$ cat config.mk
export PLATFORM = sky130hd
export DESIGN_NAME = mem_arbiter
export DESIGN_NICKNAME = d
export VERILOG_FILES = /design/src/rtl/mem_arbiter_pkg.sv /design/src/rtl/mem_arbiter_arb_prio.sv /design/src/rtl/mem_arbiter.sv
export SDC_FILE = /design/constraint.sdc
export NUM_CORES = 1
export LEC_CHECK = 0
export BUFFER_PORTS_ARGS = -buffer_cell sky130_fd_sc_hd__buf_2
export CAP_MARGIN = 30
export CORE_AREA = 2 2 119 121
export CTS_CLUSTER_DIAMETER = 50
export CTS_CLUSTER_SIZE = 40
export DETAILED_ROUTE_END_ITERATION = 16
export DIE_AREA = 0 0 121 123
export PLACE_DENSITY = 0.8
export SYNTH_ARGS = -nofsm -noshare
export SYNTH_HDL_FRONTEND = slang
export SYNTH_SLANG_ARGS = --single-unit
$ cat constraint.sdc
create_clock -name clk -period 5.8 [get_ports clk]
set_input_delay 0.29 -clock clk [delete_from_list [all_inputs] [get_ports clk]]
set_output_delay 0.29 -clock clk [all_outputs]
set_load 0.02 [all_outputs]
$ cat src/rtl/mem_arbiter_pkg.sv
// Shared encodings for the memory arbiter: FSM states, access lengths and requester ids.
package mem_arbiter_pkg;

    typedef enum logic [2:0] {
        ST_IDLE    = 3'd0,
        ST_BUSY_IF = 3'd1,
        ST_BUSY_LD = 3'd2,
        ST_BUSY_ST = 3'd3,
        ST_DRAIN   = 3'd4
    } state_e;

    localparam logic [1:0] LEN_B = 2'd0;
    localparam logic [1:0] LEN_H = 2'd1;
    localparam logic [1:0] LEN_W = 2'd2;

    typedef enum logic [1:0] {
        REQ_IF = 2'd0,
        REQ_LD = 2'd1,
        REQ_ST = 2'd2
    } req_e;

    // Length code 3 is illegal and is issued downstream as a word access.
    function automatic logic [1:0] norm_len(input logic [1:0] len);
        return (len == 2'd3) ? LEN_W : len;
    endfunction

endpackage

$ cat src/rtl/mem_arbiter_arb_prio.sv
// Combinational winner select: ST > LD > IF, with a starvation override for IF.
module arb_prio
    import mem_arbiter_pkg::*;
(
    input  logic if_req,
    input  logic ld_req,
    input  logic st_req,
    input  logic if_mask,
    input  logic ld_mask,
    input  logic st_mask,
    input  logic flush,
    input  logic starve,
    output logic gnt_valid,
    output req_e gnt_id
);

    logic if_ok;
    logic ld_ok;
    logic st_ok;

    // A flush kills speculative traffic, so only the committed store stays eligible.
    assign if_ok = if_req & ~if_mask & ~flush;
    assign ld_ok = ld_req & ~ld_mask & ~flush;
    assign st_ok = st_req & ~st_mask;

    always_comb begin
        gnt_valid = 1'b0;
        gnt_id    = REQ_IF;
        if (starve && if_ok) begin
            gnt_valid = 1'b1;
            gnt_id    = REQ_IF;
        end else if (st_ok) begin
            gnt_valid = 1'b1;
            gnt_id    = REQ_ST;
        end else if (ld_ok) begin
            gnt_valid = 1'b1;
            gnt_id    = REQ_LD;
        end else if (if_ok) begin
            gnt_valid = 1'b1;
            gnt_id    = REQ_IF;
        end
    end

endmodule

$ cat src/rtl/mem_arbiter.sv
// Arbitrates IF / LD / ST onto one byte-serial memory controller, one transaction in flight.
// Optional grant statistics ports are enabled by defining MEM_ARB_STATS_EN.
module mem_arbiter
    import mem_arbiter_pkg::*;
#(
    parameter int STARVE_LIMIT = 8,
    parameter int CNT_W        = 4
) (
    input  logic        clk,
    input  logic        reset,
    input  logic        rdy,
    input  logic        flush,
    input  logic        if_req,
    input  logic [31:0] if_addr,
    output logic        if_done,
    output logic [31:0] if_data,
    input  logic        ld_req,
    input  logic [31:0] ld_addr,
    input  logic [1:0]  ld_len,
    output logic        ld_done,
    output logic [31:0] ld_data,
    input  logic        st_req,
    input  logic [31:0] st_addr,
    input  logic [1:0]  st_len,
    input  logic [31:0] st_data,
    output logic        st_done,
    output logic        mc_valid,
    output logic        mc_wr,
    output logic [31:0] mc_addr,
    output logic [1:0]  mc_len,
    output logic [31:0] mc_wdata,
    input  logic        mc_done,
    input  logic [31:0] mc_rdata
`ifdef MEM_ARB_STATS_EN
    ,
    output logic [31:0] stat_if,
    output logic [31:0] stat_ld,
    output logic [31:0] stat_st,
    output logic [31:0] stat_drain
`endif
);

    localparam logic [CNT_W-1:0] STARVE_CNT = CNT_W'(STARVE_LIMIT);

    state_e            state_reg, state_next;
    logic [CNT_W-1:0]  wait_cnt_reg, wait_cnt_next;
    logic              mc_valid_reg, mc_valid_next;
    logic              mc_wr_reg, mc_wr_next;
    logic [31:0]       mc_addr_reg, mc_addr_next;
    logic [1:0]        mc_len_reg, mc_len_next;
    logic [31:0]       mc_wdata_reg, mc_wdata_next;
    logic              if_done_reg, if_done_next;
    logic              ld_done_reg, ld_done_next;
    logic              st_done_reg, st_done_next;
    logic [31:0]       if_data_reg, if_data_next;
    logic [31:0]       ld_data_reg, ld_data_next;

    logic gnt_valid;
    req_e gnt_id;
    logic starve;
    logic any_done;
    logic grant_if;

    assign starve   = (wait_cnt_reg >= STARVE_CNT);
    assign any_done = if_done_reg | ld_done_reg | st_done_reg;

    arb_prio u_arb_prio (
        .if_req    (if_req),
        .ld_req    (ld_req),
        .st_req    (st_req),
        .if_mask   (if_done_reg),
        .ld_mask   (ld_done_reg),
        .st_mask   (st_done_reg),
        .flush     (flush),
        .starve    (starve),
        .gnt_valid (gnt_valid),
        .gnt_id    (gnt_id)
    );

    always_comb begin
        state_next    = state_reg;
        mc_valid_next = mc_valid_reg;
        mc_wr_next    = mc_wr_reg;
        mc_addr_next  = mc_addr_reg;
        mc_len_next   = mc_len_reg;
        mc_wdata_next = mc_wdata_reg;
        if_done_next  = 1'b0;
        ld_done_next  = 1'b0;
        st_done_next  = 1'b0;
        if_data_next  = if_data_reg;
        ld_data_next  = ld_data_reg;
        grant_if      = 1'b0;

        case (state_reg)
            // The done cycle itself is never a grant cycle, enforcing one idle gap.
            ST_IDLE: begin
                if (gnt_valid && !any_done) begin
                    mc_valid_next = 1'b1;
                    mc_wr_next    = (gnt_id == REQ_ST);
                    case (gnt_id)
                        REQ_IF: begin
                            state_next    = ST_BUSY_IF;
                            mc_addr_next  = if_addr;
                            mc_len_next   = LEN_W;
                            mc_wdata_next = '0;
                            grant_if      = 1'b1;
                        end
                        REQ_LD: begin
                            state_next    = ST_BUSY_LD;
                            mc_addr_next  = ld_addr;
                            mc_len_next   = norm_len(ld_len);
                            mc_wdata_next = '0;
                        end
                        REQ_ST: begin
                            state_next    = ST_BUSY_ST;
                            mc_addr_next  = st_addr;
                            mc_len_next   = norm_len(st_len);
                            mc_wdata_next = st_data;
                        end
                        default: mc_valid_next = 1'b0;
                    endcase
                end
            end
            ST_BUSY_IF, ST_BUSY_LD: begin
                if (mc_done) begin
                    state_next    = ST_IDLE;
                    mc_valid_next = 1'b0;
                    if (!flush) begin
                        if (state_reg == ST_BUSY_IF) begin
                            if_done_next = 1'b1;
                            if_data_next = mc_rdata;
                        end else begin
                            ld_done_next = 1'b1;
                            ld_data_next = mc_rdata;
                        end
                    end
                end else if (flush) begin
                    state_next = ST_DRAIN;
                end
            end
            ST_BUSY_ST: begin
                if (mc_done) begin
                    state_next    = ST_IDLE;
                    mc_valid_next = 1'b0;
                    mc_wr_next    = 1'b0;
                    st_done_next  = 1'b1;
                end
            end
            // Keep the request up so the controller finishes cleanly; the result is discarded.
            ST_DRAIN: begin
                if (mc_done) begin
                    state_next    = ST_IDLE;
                    mc_valid_next = 1'b0;
                end
            end
            default: begin
                state_next    = ST_IDLE;
                mc_valid_next = 1'b0;
                mc_wr_next    = 1'b0;
            end
        endcase

        wait_cnt_next = wait_cnt_reg;
        if (!if_req || flush || grant_if) begin
            wait_cnt_next = '0;
        end else if (state_reg != ST_BUSY_IF && !if_done_reg && wait_cnt_reg != {CNT_W{1'b1}}) begin
            wait_cnt_next = wait_cnt_reg + 1'b1;
        end
    end

    always_ff @(posedge clk) begin
        if (!reset) begin
            state_reg    <= ST_IDLE;
            wait_cnt_reg <= '0;
            mc_valid_reg <= 1'b0;
            mc_wr_reg    <= 1'b0;
            mc_addr_reg  <= '0;
            mc_len_reg   <= '0;
            mc_wdata_reg <= '0;
            if_done_reg  <= 1'b0;
            ld_done_reg  <= 1'b0;
            st_done_reg  <= 1'b0;
            if_data_reg  <= '0;
            ld_data_reg  <= '0;
        end else if (rdy) begin
            state_reg    <= state_next;
            wait_cnt_reg <= wait_cnt_next;
            mc_valid_reg <= mc_valid_next;
            mc_wr_reg    <= mc_wr_next;
            mc_addr_reg  <= mc_addr_next;
            mc_len_reg   <= mc_len_next;
            mc_wdata_reg <= mc_wdata_next;
            if_done_reg  <= if_done_next;
            ld_done_reg  <= ld_done_next;
            st_done_reg  <= st_done_next;
            if_data_reg  <= if_data_next;
            ld_data_reg  <= ld_data_next;
        end
    end

    assign mc_valid = mc_valid_reg;
    assign mc_wr    = mc_wr_reg;
    assign mc_addr  = mc_addr_reg;
    assign mc_len   = mc_len_reg;
    assign mc_wdata = mc_wdata_reg;
    assign if_done  = if_done_reg;
    assign ld_done  = ld_done_reg;
    assign st_done  = st_done_reg;
    assign if_data  = if_data_reg;
    assign ld_data  = ld_data_reg;

`ifdef MEM_ARB_STATS_EN
    logic       drop_done;
    logic [3:0] stat_inc;

    // A flushed IF/LD that finishes, either via DRAIN or in the flush cycle, counts as a drain.
    assign drop_done = mc_done && ((state_reg == ST_DRAIN) ||
                       (flush && (state_reg == ST_BUSY_IF || state_reg == ST_BUSY_LD)));
    assign stat_inc  = {drop_done, st_done_next, ld_done_next, if_done_next};

    generate
        for (genvar gi = 0; gi < 4; gi++) begin : g_stat
            logic [31:0] cnt_reg;
            always_ff @(posedge clk) begin
                if (!reset) begin
                    cnt_reg <= '0;
                end else if (rdy && stat_inc[gi]) begin
                    cnt_reg <= cnt_reg + 32'd1;
                end
            end
        end
    endgenerate

    assign stat_if    = g_stat[0].cnt_reg;
    assign stat_ld    = g_stat[1].cnt_reg;
    assign stat_st    = g_stat[2].cnt_reg;
    assign stat_drain = g_stat[3].cnt_reg;
`endif

endmodule
=== Word level (Yosys, flattened, before mapping) ===
Cells that the tools add are included.

* Bits in registers: 142
* Latch bits: 0
* Bits in writable memories: 0
* ROM bits: 0
* Input port bits: 172
* Output and inout port bits: 135
* Word-level logic and storage cells: 110
* Memories: 0

* $add $sub $neg: 1
* $mul: 0
* Divide/modulo/power cells: 0
* Magnitude comparators: 1
* Equality and inequality tests: 16
* Shift operators: 0
* Multiplexer cells: 39
* Bitwise gates (word level): 13
* Reductions and logical operators: 28

{| class="wikitable"
|+ Operators with widths
! cell !! count
|-
| $pmux 32 s3 || 1
|-
| $pmux 32 s2 || 1
|-
| $mux 1 || 22
|-
| $pmux 3 s3 || 2
|-
| $reduce_and 5->1 || 3
|-
| $mux 3 || 4
|-
| $reduce_and 4->1 || 3
|-
| $mux 2 || 4
|-
| $mux 4 || 2
|-
| $eq 2x2->1 const B || 3
|-
| $eq 3x2->1 const B || 2
|-
| $not 1->1 || 6
|-
| $pmux 2 s3 || 1
|-
| $reduce_or 2->1 || 3
|-
| $reduce_or 3->1 || 2
|-
| $and 1x1->1 || 5
|-
| $add 4x1->4 const B || 1
|-
| $ge 4x4->1 const B || 1
|-
| $logic_and 1x1->1 || 4
|-
| $ne 2x1->1 const B || 2
|-
| $ne 2x2->1 const B || 2
|-
| $ne 4x2->1 const B || 1
|-
| $ne 4x4->1 const B || 1
|-
| $reduce_bool 2->1 || 2
|-
| other kinds (16) || 20
|}

=== Depth between registers and ports, before layout ===
* Depth in word-level cells: 13
* Mapped depth: 11
* Depth with buffers taken out: 9

=== By module ===
Synthesis repeated with hierarchy kept, for this count alone.

* Cells, all modules: 763
* Area, all modules: 6327.3 um2

{| class="wikitable"
|+ Modules (own cells, without submodules)
! module !! times used !! cells an instance !! area an instance (um2) !! sequential area each (um2)
|-
| mem_arbiter || 1 || 755 || 6268.5 || 2842.7
|-
| arb_prio || 1 || 8 || 58.8 || 0.0
|}

=== Worst setup path after synthesis ===
Ideal clock, no wire load.

* Kind: register to register
* Start: reg if_done_reg, in the netlist if_done
* End: reg state_reg[0]
* Setup time: 0.076 ns
* Data arrival time: 2.150 ns
* Required time: 5.724 ns
* Setup slack: 3.575 ns
* Cell stages (with the launch flop): 10
* Buffers on the path: 1
* Period minus slack after synthesis: 2.225 ns
* Path through: dfxtp_1 > nand3b_1 > nand4_1 > ha_1 > clkbuf_1 > nor2_1 > a21oi_1 > o31ai_1 > or3b_2 > a21boi_0

* Cells in the longest elaborated chain, start to end: 10
* Elaborated cells between the ends (all ways): 22
* Classes of those cells: eq/ne (4); mux (8); bitwise (5); reduce/logical (5)

{| class="wikitable"
|+ Ends and longest elaborated chain
! item !! RTL line !! text
|-
| start: declaration || mem_arbiter.sv:52 || <nowiki>logic if_done_reg, if_done_next;</nowiki>
|-
| start signal: assignment || mem_arbiter.sv:193 || <nowiki>if_done_reg <= if_done_next;</nowiki>
|-
| $not 1->1 || mem_arbiter_arb_prio.sv:22 || <nowiki>assign if_ok = if_req & ~if_mask & ~flush;</nowiki>
|-
| $and 1x1->1 (2 in a row) || mem_arbiter_arb_prio.sv:22 ||
|-
| $mux 1 || mem_arbiter_arb_prio.sv:38 || <nowiki>end else if (if_ok) begin</nowiki>
|-
| $mux 1 || mem_arbiter_arb_prio.sv:35 || <nowiki>end else if (ld_ok) begin</nowiki>
|-
| $mux 1 || mem_arbiter_arb_prio.sv:32 || <nowiki>end else if (st_ok) begin</nowiki>
|-
| $mux 1 || mem_arbiter_arb_prio.sv:29 || <nowiki>if (starve && if_ok) begin</nowiki>
|-
| $logic_and 1x1->1 || mem_arbiter.sv:97 || <nowiki>if (gnt_valid && !any_done) begin</nowiki>
|-
| $ne 2x2->1 (no source line) || -- ||
|-
| $reduce_and 5->1 (no source line) || -- ||
|-
| end signal: assignment || mem_arbiter.sv:186 || <nowiki>state_reg <= state_next;</nowiki>
|-
| end: declaration || mem_arbiter.sv:45 || <nowiki>state_e state_reg, state_next;</nowiki>
|}

Parallel ways exist; a longest one is shown, timed or not. The select of a mux whose other input is x is not followed.
A chain may end at the register's enable or synchronous reset.

=== Final worst setup path ===
Ends and elaborated chain as after synthesis.

==> reports/metrics.yaml <==
run_status:
  status: "complete, no violations"
timing:
  max_slew.worst_pin.slew_ps: 1040
  hold_viol: 0
  layout_min_cycle_time_ps: 2740
  setup_viol_count_final: 0
  timing.fmax_mhz: 365
  rsz0062_at_grt: "no"
  slew_headroom: 0.308
  clock_skew_ps: 6.43
  finalMaxSlewViolations: 0
  fin_crit_sh: 0.472
  setup-tns-final_ps: 0
floorplan:
  num_rows: 43
  start_util: 0.458
  die_h_um: 123
  die_x_um: 121
  io_pins: 307
  dieArea_um2: 14900
  core-area_um2: 13600
worst_setup_path:
  path_delay_family: "simple AND/OR/NAND/NOR gates"
  crit_type: "reg -> reg"
  cp_cell_sequence: "nand3b_1, nand4_1, ha_2, buf_12, nor2_1, a21oi_1, o31ai_1, or3b_2, a21boi_0"
  crit_slowest_cell: "ha_2"
  reg2reg_slack_ps: 3060
  end_kind: "flop"
  critical_path.max_stage_delay_ps: 620
  cp.required_ps: 6130
  crit_arrival_ps: 3060
  path_buf_inv: 1
  critPathLaunchType: "flop"
  cp_max_fo: 47
route:
  ant_nets: 0
  wl_per_cell_um: 15.6
  dr.pass1.iters: 5
  drtIter0Drc: 436
  totalWireLength_mm: 19.0
  vias: 6396
  drc: 0
  viasPerCell: 5.24
layout:
  multi_input_area_um2: 3110
  syn_to_final_growth_pct: 35.2
  nFillCells: 1255
  final_area_um2: 8430
  final_nets: 1203
  seq_area_um2: 2840
  drive_gt1_frac: 0.344
synthesis:
  syn_area_um2: 6230
  synth_edf_count: 0
  synth_warnings: 0
  synth_area_leaders: "dfxtp_1 46%, a21boi_0 14%, nand2_1 14%"
  synth.net_count: 932
  ys_seq_area_frac: 0.456
  ys_ff_latch: 142
  netlist_instances: 753
  avgSynthCellArea_um2: 8.28
  synth_cell_types: 47
  synth.top_cell.area_share: 0.456
  synth_ff_type: "dfxtp_1"
  synth_top_cell_by_area: "dfxtp_1"
  async_reset_ff_frac: 0
clock_network:
  tritoncts: "done"
  clk_pin_slew_ps: 60
  post_cts_buffers: 0
  cts_buffers: 17
  cts_buffer_depth: 2
  hold_buffers: 0
  numClockSinks: 142
  h-tree-depth: 4
  root_buffer: "clkbuf_16"
  clkLatencyLatePin_ps: 410
  post_cts_resized: 0
place:
  hpwl_mm: 13.3
  place_area_um2: 7820
  place_congestion: 0.840
  place.port_buffers: 306
global_route:
  grt_usage: 0.250
  grt_antenna_before_repair: 5
  grt_first_pass_wirelength_mm: 29.6
  grt_max_degree: 122
  gr-total-overflow: 0
  grt_pass1_vias: 5960
min_path:
  hold_path_class: "in -> reg"
power:
  power_leakage_nw: 3.73
  power.density_nw_per_um2: 294
  ir_worst_vdd_mv: 0.161
flow_run:
  drv_cap: 0
routing by layer:
metal / share of wire / wire, um / track usage
met4: 0.024 / 452 / 0.110
met2: 0.49 / 9290 / 0.420
met5: 0.00063 / 12 / 0
met1: 0.40 / 7540 / 0.288
met3: 0.092 / 1760 / 0.0890
Yosys cell counts (all sizes together) (2+ instances only):
cell / n
nand2: 237
dfxtp: 142
a21boi: 133
clkbuf: 49
nand3: 38
a22oi: 33
o211ai: 32
buf: 15
a21oi: 7
ha: 7
inv: 7
o21ai: 7
nor2: 5
nand3b: 4
nand2b: 3
nor2b: 3
nor3: 3
nor3b: 3
a31oi: 2
and3: 2
mux2i: 2
nor4b: 2
o211a: 2
final timing paths:
check	start	to	cells after the start
worst max register to register	if_done	state_reg[0]	9
worst max-delay path	if_done	state_reg[0]	9
worst min register to register	mc_wdata[29]	mc_wdata[29]	2
worst min-delay path	mc_rdata[30]	ld_data[30]	3
cells in the final DEF, fill, tap and decap left out, types with 2 or more instances in the layout:
cell and count:
dfxtp_1 142, a21boi_0 120, nand3b_1 4, clkinvlp_4 2, clkinv_4 3, clkbuf_1 2
nor3b_4 2, a31oi_1 2, ha_1 5, mux2i_1 2, diode_2 4, nor2_1 5
nor3_1 2, inv_1 6, nand2b_1 3, ha_2 2, clkbuf_16 17, a22oi_1 33
bufinv_16 3, nor2b_1 3, inv_6 2, clkinv_2 3, o211ai_1 32, buf_4 10
buf_2 305, o21ai_0 7, a21boi_1 13, nand2_1 237, nand3_1 38, a21oi_1 7
and3_1 2
metrics by stage:
stage / hold slack, ps / setup slack, ps / utilization / cells / power, mW
6_report: 133 / 3060 / 0.619 / 1221 / 2.48
5_1_grt: 114 / 2820 / 0.619 / 1221 / 2.58
4_1_cts: 111 / 3070 / 0.619 / 1217 / 2.50
3_5_place_dp: 439 / 3010 / 0.575 / 1185 / 1.41
3_3_place_gp: 435 / 2730 / 0.573 / 1184 / 1.40
2_1_floorplan: 391 / 3570 / - / 753 / 1.27
area by class of cell:
cell class / instances / area share
Clock inverter: 13 / 0.0194
Tap cell: 180 / 0.0267
Antenna cell: 4 / 0.00119
Multi-Input combinational cell: 540 / 0.369
Sequential cell: 142 / 0.337
Clock buffer: 19 / 0.0514
Inverter: 7 / 0.00312
Timing Repair Buffer: 316 / 0.192
power breakdown:
part	internal [mW]	leakage, nW	total (mW)	switching (mW)
clock network	0.679	0.288	1.09	0.414
registers	1.01	1.15	1.04	0.0229
logic	0.139	2.29	0.351	0.212
total	1.83	3.73	2.48	0.649
worst reg2reg max path, cell delays in order (launching register included):
cell and delay, ps:
dfxtp_1 420, nand3b_1 150, nand4_1 170, ha_2 620, buf_12 270, nor2_1 80, a21oi_1 150, o31ai_1 150
or3b_2 480, a21boi_0 180
kinds of logic after synthesis:
group | share of synthesized area
AO/OA/AOI/OAI | 0.267
XOR/XNOR | 0.00141
adder cells (fa/ha/maj) | 0.0140
buffers and inverters | 0.0472
flip-flops | 0.456
multiplexers | 0.00502
AND/OR/NAND/NOR | 0.209
Power figures use the tool's default switching activity.
